### src/rtl/bidir_shift_reg_if.sv
// Serial-in / parallel-out bus for bidir_shift_reg: serial bit, enable and
// direction toward the register, full register contents back.
interface bidir_shift_reg_if #(
  parameter int MSB = 16
);
  logic           d;
  logic           en;
  logic           dir;
  logic [MSB-1:0] out;

  modport master (output d, output en, output dir, input out);
  modport slave  (input d, input en, input dir, output out);
endinterface

### src/rtl/bidir_shift_reg.sv
// Bidirectional serial-in/parallel-out shift register. The rstn port is
// active-high despite its name. Bits shifted past either end are dropped.
module bidir_shift_reg #(
  parameter int MSB = 16
) (
  input  logic              clk,
  input  logic              rstn,
  bidir_shift_reg_if.slave  bus
);

  logic [MSB-1:0] r_shift;
  logic [MSB-1:0] w_next;

  always_comb begin
    w_next = r_shift;
    if (bus.en) begin
      if (bus.dir) w_next = {bus.d, r_shift[MSB-1:1]};
      else         w_next = {r_shift[MSB-2:0], bus.d};
    end
  end

  always_ff @(posedge clk) begin
    if (rstn) r_shift <= '0;
    else      r_shift <= w_next;
  end

  assign bus.out = r_shift;

endmodule

### src/flat_wrapper.sv
// flat-port wrapper written by rule: the top's interface ports become plain ports
module bidir_shift_reg_flat 
#(
  parameter int MSB = 16
)
  (clk, rstn, bus_d, bus_en, bus_dir, bus_out);
  bidir_shift_reg_if #(.MSB(MSB)) bus_i ();
  input  logic clk;
  input  logic rstn;
  input wire logic [$bits(bus_i.d)-1:0] bus_d;
  input wire logic [$bits(bus_i.en)-1:0] bus_en;
  input wire logic [$bits(bus_i.dir)-1:0] bus_dir;
  output wire logic [$bits(bus_i.out)-1:0] bus_out;
  assign bus_i.d = bus_d;
  assign bus_i.en = bus_en;
  assign bus_i.dir = bus_dir;
  assign bus_out = bus_i.out;
  bidir_shift_reg #(.MSB(MSB)) u_core (.clk(clk), .rstn(rstn), .bus(bus_i));
endmodule
### config.mk
export PLATFORM = sky130hd
export DESIGN_NAME = bidir_shift_reg_flat
export DESIGN_NICKNAME = d
export VERILOG_FILES = /design/src/rtl/bidir_shift_reg_if.sv /design/src/rtl/bidir_shift_reg.sv /design/src/flat_wrapper.sv
export SDC_FILE = /design/constraint.sdc
export NUM_CORES = 1
export LEC_CHECK = 0
export ABC_AREA = 1
export CELL_PAD_IN_SITES_DETAIL_PLACEMENT = 0
export CELL_PAD_IN_SITES_GLOBAL_PLACEMENT = 2
export CORE_ASPECT_RATIO = 0.75
export CORE_MARGIN = 5
export CORE_UTILIZATION = 33
export DETAILED_ROUTE_END_ITERATION = 10
export DONT_BUFFER_PORTS = 1
export PLACE_DENSITY = 0.76
export SETUP_SLACK_MARGIN = 0.1
export SYNTH_ARGS = -nofsm -noshare
export SYNTH_HDL_FRONTEND = slang
export SYNTH_SLANG_ARGS = --single-unit
### constraint.sdc
create_clock -name clk -period 1.6 [get_ports clk]
set_input_delay 0.24 -clock clk [delete_from_list [all_inputs] [get_ports clk]]
set_output_delay 0.24 -clock clk [all_outputs]
set_load 0.01 [all_outputs]
======== Word-level counts from Yosys, hierarchy flattened ========
Cells that the tools add are included.
storage, ports and cells
  register bits after elaboration ......... 16
  bits in latches ......................... 0
  memory bits (writable) .................. 0
  ROM bits ................................ 0
  input port bits ......................... 5
  word-level logic and storage cells ...... 2
  memories kept ........................... 0
cells by class
  add/subtract/negate cells ............... 0
  multipliers ............................. 0
  divide/modulo/power cells ............... 0
  $lt $le $gt $ge ......................... 0
  equality and inequality tests ........... 0
  shift-type cells ........................ 0
  muxes and demuxes ....................... 1
  bitwise gates (word level) .............. 0
  reductions and logical operators ........ 0
operator list
  cell                count
  16-bit two-way mux  1

======== Logic depth before layout (Yosys ltp) ========
  depth after elaboration ................. 1
  mapped depth ............................ 7
  gate-level depth less buffers ........... 5

======== Worst setup path before layout ========
Ideal clock, no wire load.
  path type ............................... input port to flip-flop
  start point ............................. in bus_dir
  end point ............................... reg u_core.r_shift[10], in the netlist u_core.bus.out[10]
  arrival ................................. 0.694 ns
  data required time ...................... 1.491 ns
  slack ................................... 0.797 ns
  stages on the path ...................... 7
  path buffers ............................ 2
  path through ............................ buf_6 > inv_6 > buf_6 > nand2_1 > nand3_1 > nand2_1 > inv_1
between the ends
  word-level cells in the longest chain between the ends .. 1
RTL lines
  item                    line                   RTL
  start: declaration      flat_wrapper.sv:12     input wire logic [$bits(bus_i.dir)-1:0] bus_dir;
  16-bit two-way mux      bidir_shift_reg.sv:17  if (bus.dir) w_next = {bus.d, r_shift[MSB-1:1]};
  end signal: assignment  bidir_shift_reg.sv:24  else r_shift <= w_next;
  end: declaration        bidir_shift_reg.sv:11  logic [MSB-1:0] r_shift;
No other way between the ends.
A chain may end at the register's enable or synchronous reset.

======== Worst setup path after layout ========
  start point ............................. reg u_core.r_shift[4], in the netlist u_core.bus.out[4]
  end point ............................... out bus_out[4]
RTL lines
  item              line                RTL
  end: declaration  flat_wrapper.sv:13  output wire logic [$bits(bus_i.out)-1:0] bus_out;
No word-level cell between the ends.

==> impl.org <==
** Synthesis
- Cell taking the most area after synthesis :: dfxtp_1
- Averaged over all synthesized cells, the footprint is 6.16 sq um.
- Cell with the most instances after synthesis :: nand2_1
- Share of synthesized flip-flops with an asynchronous set or reset :: 0%
- Sequential elements use 38.0% of the synthesized area.
- Post-Syn Instances :: roughly 140
- Synthesized flop and latch total :: 16
- Yosys mapped a number of flops with a built-in enable equal to 0.
- Netlist area before placement :: approximately 840 sq um
- Dominant synthesized flop cell :: dfxtp_1
- The top cell type by area accounts for 38.0% of the synthesized area.
- The number of nets in the synthesized netlist is roughly 140.
- Synthesis instantiated 9 different standard cells from the library.
- Counting instances in the post-synthesis netlist gives the leading cell types as nand2_1, nor2_1, dfxtp_1, inv_1, nand3_1.
- Synth area leaders :: dfxtp_1, nand2_1, nor2_1
- Total number of yosys warnings :: 0

** Power
- Switching power total :: 0.212 mW
- For this design the ratio of total power to cell area is 914 nW/um^2.
- Combinational cells account for 10.9% of the total power.
- For this design the static power due to leakage is 0.452 nW.
- Portion of total power attributed to the clock network :: 28.0%
- After layout, the design draws a total of 0.763 mW.
- Cell-internal power :: ~0.55 mW
- Worst IR Drop VDD :: ~0.00047 V
- Seq pwr share :: 61.1%
- Fraction of power spent switching nets :: between 20% and 30%

** Place
- Gp weighted congestion :: ~0.7
- In this run the cell area measured after placement is 812 sq um.
- Placed wire-length estimate :: 1.22 mm
- Port buffering added 0 buffers.
- Instance count after placement with tap cells included :: 163
- Before CTS, the worst setup slack after placement is 868 ps.

** Setup path
- The critical path ends at bus_out[4].
- The worst register-to-register path begins at u_core.bus.out[10].
- The worst setup path is launched from a flop.
- The critical path crosses 0 cells after its start point.
- Maximum net fanout on the critical path :: 4
- Cell count of the worst reg-to-reg path :: 4
- For flop-to-flop paths, the worst setup slack is 860 ps.
- Data arrival time of the worst path :: 730 ps
- Reg-to-Reg End :: u_core.bus.out[9]
- The most critical setup path has its startpoint at u_core.bus.out[4].
- Worst Setup Path Type :: reg -> out
- At the worst endpoint, the required time is between 1000 and 1500 ps.
- Nature of the critical path endpoint :: output port

** Global route
- Number of antenna violations at the first check in global routing :: 0
- Global routing used a little under an eighth of the available tracks.
- For this run the aggregate overflow at the end of global routing stands at 0.
- Via count of the first global-routing pass :: 662
- First-pass GRT wire length :: 3.14 mm
- Entering global routing, the biggest net connects 33 pins.

** CTS
- Once the clock tree was built, the resizer swapped 0 gates to a different size.
- Clock latency on the worst-skew pair, taken at its later pin, is 280 ps.
- The number of clock buffers added by TritonCTS is 3.
- Counting every sink on the clock net gives 16.
- Clock slew at the register clock pins of the worst setup and hold paths :: 90 ps
- Buffer depth of the longest clock path :: 2
- Buffers added to address setup during post-CTS repair amount to 0.
- Clock tree from TritonCTS :: yes
- Clock tree root buffer cell :: clkbuf_4
- Number of H-tree branching levels :: 1
- The number of hold buffers added after CTS was 0.

** Floorplan
- During I/O placement, the number of pins put on the boundary was 21.
- Die area :: ~3700 sq um
- Die width :: between 60 and 70 microns
- The floorplan has 15 rows.
- Initial core utilization :: 35.7%
- Die height :: 53.8 microns
- Core outline area :: about 2400 sq um

** STA
- RSZ-0062 raised after global routing :: false
- Dividing the final minimum period by the clock period gives around three fifths.
- Counting I/O delays and the setup requirement, the final critical path takes 969 ps.
- Final hold violation count :: 0
- Worst hold slack :: around 93 ps
- Smallest setup slack after layout :: 631 ps
- For the pin with the worst max-slew slack, the measured transition is 222 ps.
- Timing would allow up to 1030 MHz.
- Setup Skew :: 3.64 ps
- Max-Slew Margin vs Limit :: 85.2%
- Final sum of negative setup slack :: 0 ps
- Finish-stage setup viols :: 0
- Number of pins with negative max-slew slack in the final report :: 0

** Drt
- Number of remaining DRC errors :: 0
- The detailed router finished its first iteration with 50 violations.
- Before antenna repair, the detailed router went through 4 iterations.
- Detailed-route vias per instance :: 4.29
- Avg WL per Cell :: 11.0 microns
- The count of nets left with antenna violations once routing finished came out at 0.
- Across all layers, the routed design uses 712 vias.
- Wires add up to 1.83 mm.

** Cells and area
- Post-layout util :: 35.3%
- After routing the design area is 835 sq um.
- Counting the fill cells in the layout gives 290.
- The repair_antennas step left the layout with diodes totalling 0.
- The register with the most flip-flops in the layout has 16 of them.
- Post-synthesis to final-layout area growth :: -1.04%
- The finished layout holds ~170 standard cells, fillers aside.
- After the last flow step, the layout net total stands at 139.
- Share of layout cells above drive strength 1 :: between 3 and 4%

** Job
- Max-cap violations in this run came to 0.

** Worst hold path
- Hold Crit Class :: in -> reg

** Run status
- The run finished with clean final reports.
==> routing by layer <==
| layer | share of wire [%] | wire [microns] | global-route usage (%) |
|---|---|---|---|
| met3 | 8.3 | 152 | 6.68 |
| met5 | 0 | 0 | 0 |
| met1 | 50 | 905 | 13.6 |
| met2 | 41 | 756 | 18.1 |
| met4 | 0.71 | 13 | 2.97 |
==> area by class of cell <==
cell class	instances	area (sq um)	area share (%)
Clock buffer	3	22.5	2.70
Inverter	17	68.8	8.25
Multi-Input combinational cell	96	380	45.6
Sequential cell	16	320	38.4
Tap cell	34	42.5	5.10
==> cells in the final DEF (no fill, tap or decap) <==
master    instances
inv_1            16
clkbuf_4          3
nand3_1          16
nor2_1           32
nand2_1          48
dfxtp_1          16
inv_6             1
==> worst min-delay path by stage <==
stage | endpoint | slack [ps] | cells past startpoint | from
CTS | u_core.bus.out[2] | 80 | 3 | rstn
detailed placement | u_core.bus.out[15] | 400 | 3 | rstn
global placement | u_core.bus.out[1] | 390 | 3 | rstn
global route | u_core.bus.out[3] | 80 | 3 | rstn
floorplan | u_core.bus.out[0] | 430 | 4 | bus_d
finish | u_core.bus.out[2] | 90 | 3 | rstn
==> power groups by stage <==
stage               logic [mW]  clock network, mW  registers (mW)
floorplan                0.106                  0           0.467
detailed placement      0.0838                  0           0.477
finish                  0.0829              0.214           0.466
global placement        0.0826                  0           0.477
global route             0.101              0.246           0.472
CTS                     0.0843              0.226           0.468
==> kinds of logic (layout without fill, tap and decap cells) <==
group	after synthesis	in the layout	synth area share, %
buf+inv	25	20	16.9
flops	16	16	38.0
simple gates	96	96	45.1
==> tightest hold or removal path: cells and delay by family <==
| family | cells | cell delay, ps |
|---|---|---|
| and+or+nand+nor | 2 | 70 |
| buffers and inverters | 1 | 30 |
Note: power is estimated with default switching activity, not from simulation.
